File: config.mk
export PLATFORM = sky130hd
export DESIGN_NAME = mem_bus_arbiter
export DESIGN_NICKNAME = d
export VERILOG_FILES = /design/src/rtl/mem_arb_pkg.sv /design/src/rtl/mem_arb_watchdog.sv /design/src/rtl/mem_bus_arbiter.sv
export SDC_FILE = /design/constraint.sdc
export NUM_CORES = 1
export LEC_CHECK = 0
export CAP_MARGIN = 40
export CORE_ASPECT_RATIO = 0.9
export CORE_MARGIN = 4
export CORE_UTILIZATION = 40
export CTS_CLUSTER_SIZE = 40
export DETAILED_ROUTE_END_ITERATION = 16
export GPL_ROUTABILITY_DRIVEN = 0
export PLACE_DENSITY = 0.79
export SLEW_MARGIN = 20
export SYNTH_ARGS = -nofsm -noshare
export SYNTH_HDL_FRONTEND = slang
export SYNTH_SLANG_ARGS = --single-unit
export TNS_END_PERCENT = 30
File: constraint.sdc
create_clock -name clk -period 10.84 [get_ports clk]
set_input_delay 1.626 -clock clk [delete_from_list [all_inputs] [get_ports clk]]
set_output_delay 1.626 -clock clk [all_outputs]
set_load 0.1 [all_outputs]
File: src/rtl/mem_arb_pkg.sv
// mem_arb_pkg: shared state, grant and select definitions
// for the IF/MEM Wishbone bus arbiter.
package mem_arb_pkg;

    typedef enum logic [1:0] {
        IDLE,
        IF_XFER,
        MEM_XFER
    } arb_state_t;

    typedef enum logic {
        GNT_IF,
        GNT_MEM
    } grant_t;

    localparam int DEF_SEL_WIDTH = 4;
    localparam logic [DEF_SEL_WIDTH-1:0] SEL_ALL = '1;

endpackage

File: src/rtl/mem_arb_watchdog.sv
// mem_arb_watchdog: counts cycles of an outstanding bus transfer
// and flags expiry in the last allowed cycle.
module mem_arb_watchdog #(
    parameter int TIMEOUT_CYCLES = 255
) (
    input  logic clk,
    input  logic reset,
    input  logic clear,
    input  logic enable,
    output logic expire
);

    localparam int CW = $clog2(TIMEOUT_CYCLES + 1);

    logic [CW-1:0] count;

    assign expire = enable && (count == CW'(TIMEOUT_CYCLES - 1));

    always_ff @(posedge clk or posedge reset) begin
        if (reset) begin
            count <= '0;
        end else if (clear) begin
            count <= '0;
        end else if (enable && !expire) begin
            count <= count + 1'b1;
        end
    end

endmodule

File: src/rtl/mem_bus_arbiter.sv
// mem_bus_arbiter: shares one Wishbone master between fetch and load/store.
// Optional bus watchdog enabled by defining MEM_ARB_TIMEOUT_EN.
module mem_bus_arbiter
    import mem_arb_pkg::*;
#(
    parameter int ADDR_WIDTH     = 32,
    parameter int DATA_WIDTH     = 32,
    parameter int TIMEOUT_CYCLES = 255
) (
    input  logic                    clk,
    input  logic                    reset,
    input  logic                    if_req,
    input  logic [ADDR_WIDTH-1:0]   if_addr,
    output logic [DATA_WIDTH-1:0]   if_rdata,
    output logic                    if_ack,
    input  logic                    mem_req,
    input  logic                    mem_we,
    input  logic [ADDR_WIDTH-1:0]   mem_addr,
    input  logic [DATA_WIDTH-1:0]   mem_wdata,
    input  logic [DATA_WIDTH/8-1:0] mem_sel,
    output logic [DATA_WIDTH-1:0]   mem_rdata,
    output logic                    mem_ack,
    output logic                    im_busy,
    output logic                    mem_busy,
    output logic                    bus_err,
    output logic                    wb_cyc_o,
    output logic                    wb_stb_o,
    output logic                    wb_we_o,
    output logic [ADDR_WIDTH-1:0]   wb_adr_o,
    output logic [DATA_WIDTH-1:0]   wb_dat_o,
    output logic [DATA_WIDTH/8-1:0] wb_sel_o,
    input  logic [DATA_WIDTH-1:0]   wb_dat_i,
    input  logic                    wb_ack_i
);

    localparam int SW = DATA_WIDTH / 8;
    localparam logic [SW-1:0] SEL_FETCH = {SW{SEL_ALL[0]}};

    arb_state_t state, state_n;
    grant_t     last_grant;

    logic if_elig, mem_elig;
    logic grant_if, grant_mem;
    logic done, abort;
    logic wd_expire;

    logic [ADDR_WIDTH-1:0] adr_q;
    logic                  we_q;
    logic [DATA_WIDTH-1:0] dat_q;
    logic [SW-1:0]         sel_q;

    // A port whose ack is showing cannot be re-accepted in that cycle.
    assign if_elig  = if_req & ~if_ack;
    assign mem_elig = mem_req & ~mem_ack;

    assign im_busy  = if_req & ~if_ack;
    assign mem_busy = mem_req & ~mem_ack;

    assign wb_cyc_o = (state != IDLE);
    assign wb_stb_o = wb_cyc_o;
    assign wb_we_o  = we_q;
    assign wb_adr_o = adr_q;
    assign wb_dat_o = dat_q;
    assign wb_sel_o = sel_q;

    always_ff @(posedge clk or posedge reset) begin
        if (reset) begin
            state <= IDLE;
        end else begin
            state <= state_n;
        end
    end

    always_comb begin
        state_n   = state;
        grant_if  = 1'b0;
        grant_mem = 1'b0;
        done      = 1'b0;
        abort     = 1'b0;
        unique case (state)
            IDLE: begin
                if (mem_elig && (!if_elig || last_grant == GNT_IF)) begin
                    grant_mem = 1'b1;
                    state_n   = MEM_XFER;
                end else if (if_elig) begin
                    grant_if = 1'b1;
                    state_n  = IF_XFER;
                end
            end
            IF_XFER, MEM_XFER: begin
                if (wb_ack_i) begin
                    done    = 1'b1;
                    state_n = IDLE;
                end else if (wd_expire) begin
                    abort   = 1'b1;
                    state_n = IDLE;
                end
            end
            default: state_n = IDLE;
        endcase
    end

    always_ff @(posedge clk or posedge reset) begin
        if (reset) begin
            last_grant <= GNT_IF;
            adr_q      <= '0;
            we_q       <= 1'b0;
            dat_q      <= '0;
            sel_q      <= '0;
            if_ack     <= 1'b0;
            mem_ack    <= 1'b0;
            if_rdata   <= '0;
            mem_rdata  <= '0;
        end else begin
            if_ack  <= 1'b0;
            mem_ack <= 1'b0;
            if (grant_mem) begin
                adr_q      <= mem_addr;
                we_q       <= mem_we;
                dat_q      <= mem_wdata;
                sel_q      <= mem_sel;
                last_grant <= GNT_MEM;
            end
            if (grant_if) begin
                adr_q      <= if_addr;
                we_q       <= 1'b0;
                dat_q      <= '0;
                sel_q      <= SEL_FETCH;
                last_grant <= GNT_IF;
            end
            if (done || abort) begin
                if (state == IF_XFER) begin
                    if_ack   <= 1'b1;
                    if_rdata <= abort ? '0 : wb_dat_i;
                end else begin
                    mem_ack <= 1'b1;
                    if (abort) begin
                        mem_rdata <= '0;
                    end else if (!we_q) begin
                        mem_rdata <= wb_dat_i;
                    end
                end
            end
        end
    end

`ifdef MEM_ARB_TIMEOUT_EN
    logic wd_clear, wd_enable, err_q;

    assign wd_clear  = (state == IDLE);
    assign wd_enable = (state != IDLE);

    mem_arb_watchdog #(
        .TIMEOUT_CYCLES(TIMEOUT_CYCLES)
    ) u_watchdog (
        .clk    (clk),
        .reset  (reset),
        .clear  (wd_clear),
        .enable (wd_enable),
        .expire (wd_expire)
    );

    always_ff @(posedge clk or posedge reset) begin
        if (reset) begin
            err_q <= 1'b0;
        end else begin
            err_q <= abort;
        end
    end

    assign bus_err = err_q;
`else
    // No watchdog: transfers wait forever and the error output is constant 0.
    assign wd_expire = 1'b0;
    assign bus_err   = (TIMEOUT_CYCLES < 0);
`endif

endmodule

# Word level (Yosys, flattened, before mapping)

Cells that the tools add are included.
Widths: inputs -> output; s select.

Bits in registers: 138
Input port bits: 138
Word-level logic and storage cells: 56
Output and inout port bits: 140

Reduce and logical (&&, ||, !) cells: 10
Mux-type cells: 25
Bitwise logic cells: 7
Eq/ne operators: 4

Operator list:

| kind               | count |
|---|---|
| $mux 32            | 4 |
| $mux 1             | 15 |
| $mux 4             | 2 |
| $mux 2             | 3 |
| $not 1->1          | 5 |
| $pmux 2 s2         | 1 |
| $reduce_and 2->1   | 2 |
| $reduce_bool 2->1  | 2 |
| $ne 3x3->1 const B | 1 |
| $reduce_and 3->1   | 1 |
| $and 1x1->1        | 2 |
| $eq 2x1->1 const B | 1 |
| $eq 2x2->1 const B | 1 |
| $logic_not 2->1    | 1 |
| $ne 2x2->1 const B | 1 |
| $reduce_or 2->1    | 1 |
| $logic_and 1x1->1  | 1 |
| $logic_not 1->1    | 1 |
| $logic_or 1x1->1   | 1 |

# Logic depth before layout (Yosys ltp)

Depth after elaboration: 9
Depth in mapped cells: 8
Depth with buffers taken out: 5

# Worst setup path after synthesis

Ideal clock, no wire load.

Path kind: input-to-output
From: in if_req
To: out im_busy
Buffers on the path: 0
Setup slack: 6.127 ns
Cell stages on the path: 1
Arrival: 3.087 ns
Path through: nor2b_1

Cells in the longest elaborated chain, start to end: 1

Ends and longest elaborated chain:

| what            | RTL line              | text |
|---|---|---|
| start, declared | mem_bus_arbiter.sv:12 | `input logic if_req,` |
| $and 1x1->1     | mem_bus_arbiter.sv:56 | `assign im_busy = if_req & ~if_ack;` |
| end, declared   | mem_bus_arbiter.sv:23 | `output logic im_busy,` |

Every way passes these cells.

# Worst setup path in the final report

From: in mem_req
To: out mem_busy

Cells in the longest elaborated chain, start to end: 1

Ends and longest elaborated chain:

| what            | RTL line              | text |
|---|---|---|
| start, declared | mem_bus_arbiter.sv:16 | `input logic mem_req,` |
| $and 1x1->1     | mem_bus_arbiter.sv:57 | `assign mem_busy = mem_req & ~mem_ack;` |
| end, declared   | mem_bus_arbiter.sv:24 | `output logic mem_busy,` |

Every way passes these cells.

==> impl_metrics.env <==
export IMPL_place_area_um2=11500
export IMPL_syn_nets=572
export IMPL_seq_area_frac_synth=0.587
export IMPL_final_antenna_net_count=0
export IMPL_grt_max_degree=65
export IMPL_grt_overflow=0
export IMPL_grt_pass1_wl_um=36000
export IMPL_fmax_mhz=199
export IMPL_hpwl_um=16800
export IMPL_finClkSkew_ns=0.0106
export IMPL_num_nets_final=976
export IMPL_vias_per_cell=5.28
export IMPL_clkSinkCount=138
export IMPL_drv_cap=0
export IMPL_required_ns=9.21
export IMPL_synth_edf_count=0
export IMPL_syn_avg_cell_area_um2=13.6
export IMPL_tritoncts="yes"
export IMPL_diodes=0
export IMPL_die_w_um=136
export IMPL_arrival_ns=3.41
export IMPL_cts_setup_buffers=0
export IMPL_grt_setup_unrepaired="false"
export IMPL_worst_pin_slew_ns=0.835
export IMPL_synthFlopType="dfrtp_1"
export IMPL_async_flop_share=1.00
export IMPL_die_h_um=123
export IMPL_setup_viol_count_final=0
export IMPL_num_rows=41
export IMPL_cts_buffers=17
export IMPL_cts_max_level=4
export IMPL_cp_end_kind="output pin"
export IMPL_ctsResizeCount=0
export IMPL_port_buffers=276
export IMPL_finalMaxSlewViolations=0
export IMPL_antenna_found_initial=0
export IMPL_stdcell_area_um2=12100
export IMPL_hold_class="reg2reg"
export IMPL_synth_warnings=0
export IMPL_first_iter_violations=289
export IMPL_track_usage=0.286
export IMPL_wirelength_um=23400
export IMPL_cts_max_path_buffers=2
export IMPL_synth_cells=432
export IMPL_vias=5505
export IMPL_relSlewSlack=0.442
export IMPL_finalCritPeriodShare=0.464
export IMPL_min_period_ns=5.04
export IMPL_root_buffer="clkbuf_16"
export IMPL_netlist_cell_type_count=35
export IMPL_ff2ff_setup_slack_ns=8.18
export IMPL_dieArea_um2=16700
export IMPL_hold_violations=0
export IMPL_ios=278
export IMPL_coreArea_um2=14200
export IMPL_critPathKind="in2out"
export IMPL_ys_ff_latch=138
export IMPL_status="finished, final reports clean"
export IMPL_drc=0
export IMPL_crit_fanout=4
export IMPL_synth_area_um2=5880
export IMPL_drive_gt1_frac=0.309
export IMPL_tns_ns=0
export IMPL_grt_pass1_vias=6237
export IMPL_wl_per_cell_um=22.4
export IMPL_clk_pin_slew_worst_paths_ns=0.07
export IMPL_area_growth_pct=106
export IMPL_cts_hold_repair_buffers=0
export IMPL_clock_latency_ns=0.42
export IMPL_critPathLaunchType="primary input"
export IMPL_first_pass_iters=6
export IMPL_start_util=0.414
[state kept, by name (all words and copies together), names as in the netlist]
name        count
wb_we_o         1
mem_ack         1
wb_dat_o       32
wb_adr_o       32
if_ack          1
state           2
mem_rdata      32
if_rdata       32
last_grant      1
wb_sel_o        4
[layer usage]
layer / GRT usage / vias up / wire length [um]
met2: 0.497 / 296 / 12000
met1: 0.319 / 2733 / 8380
met4: 0.147 / 0 / 1100
li1: - / 2396 / -
met5: 0 / - / 0
met3: 0.0862 / 80 / 1860
[worst max-delay path, stage by stage]
cell,delay (ns)
clkdlybuf4s50_1,0.56
nor2b_1,0.39
clkdlybuf4s50_1,0.62
buf_8,0.21
[cell type report]
type | instances | area [um2]
repair buffers | 423 | 5610
flip-flops and latches | 138 | 3450
fillers | 638 | 2120
multi-input cells | 220 | 2080
clock buffers | 17 | 425
well taps | 193 | 241
clock inverters | 15 | 140
inverters | 36 | 140
[layout by cell type, fill, tap and decap left out, drive strengths merged]
| cell | instances |
|---|---|
| inv | 41 |
| clkdlybuf4s50 | 276 |
| nor2b | 3 |
| o21ba | 2 |
| nand3 | 1 |
| buf | 147 |
| clkinvlp | 2 |
| nand3b | 2 |
| nor2 | 2 |
| a22o | 33 |
| dfrtp | 138 |
| o32a | 31 |
| ha | 2 |
| conb | 1 |
| o21ai | 32 |
| o22ai | 2 |
| mux2 | 64 |
| or2 | 2 |
| clkinv | 8 |
| clkbuf | 17 |
| nor3b | 2 |
| nor3 | 1 |
| nand2 | 1 |
| a2bb2oi | 31 |
| o22a | 4 |
| o21a | 2 |
| a221o | 1 |
| and3b | 1 |
[kinds of logic after synthesis]
group | share of synthesized area
AO/OA/AOI/OAI | 0.202
multiplexers | 0.123
buffers and inverters | 0.0602
other | 0.000638
flip-flops | 0.587
adder cells (fa/ha/maj) | 0.00426
AND/OR/NAND/NOR | 0.0224
[final timing paths]
| path | startpoint | to | depth (start not counted) |
|---|---|---|---|
| worst max-delay path | mem_req | mem_busy | 4 |
| worst min-delay path | wb_sel_o[2] | wb_sel_o[2] | 1 |
| worst max register to register | state[1] | wb_dat_o[14] | 5 |
| worst min register to register | wb_sel_o[2] | wb_sel_o[2] | 1 |
| max in group asynchronous | reset | if_rdata[25] | 4 |
| min in group asynchronous | reset | wb_sel_o[3] | 2 |
[synthesized netlist by cell type (2+ instances only)]
cell       count  area share
a22o_1        33       0.049
a2bb2oi_1     21       0.031
a2bb2oi_2     10       0.026
buf_1          2      0.0013
buf_2         13       0.011
buf_4          6      0.0077
buf_6          5      0.0096
clkbuf_1      12      0.0077
dfrtp_1      138        0.59
ha_1           2      0.0043
inv_1         36       0.023
mux2_1         2      0.0038
mux2_2        62        0.12
nor2b_1        3      0.0032
o21a_1         2      0.0026
o21ai_0       31       0.026
o21ba_2        2      0.0034
o22a_1         4      0.0060
o22ai_1        2      0.0021
o32a_1        31       0.053
[metrics by stage]
stage / utilization / worst slack [ns] / std cells / hold WS, ns
final: 0.851 / 5.80 / 1042 / 0.496
after global routing: 0.851 / 5.75 / 1042 / 0.519
after CTS: 0.851 / 5.81 / 1042 / 0.496
after detailed placement: 0.811 / 5.83 / 1010 / 0.481
after global placement: 0.614 / 5.49 / 869 / 0.467
after floorplan: - / 5.52 / 432 / 0.489
Power is not shown: default switching activity piles up to over one toggle a cycle in this logic, so the estimate is an artifact.
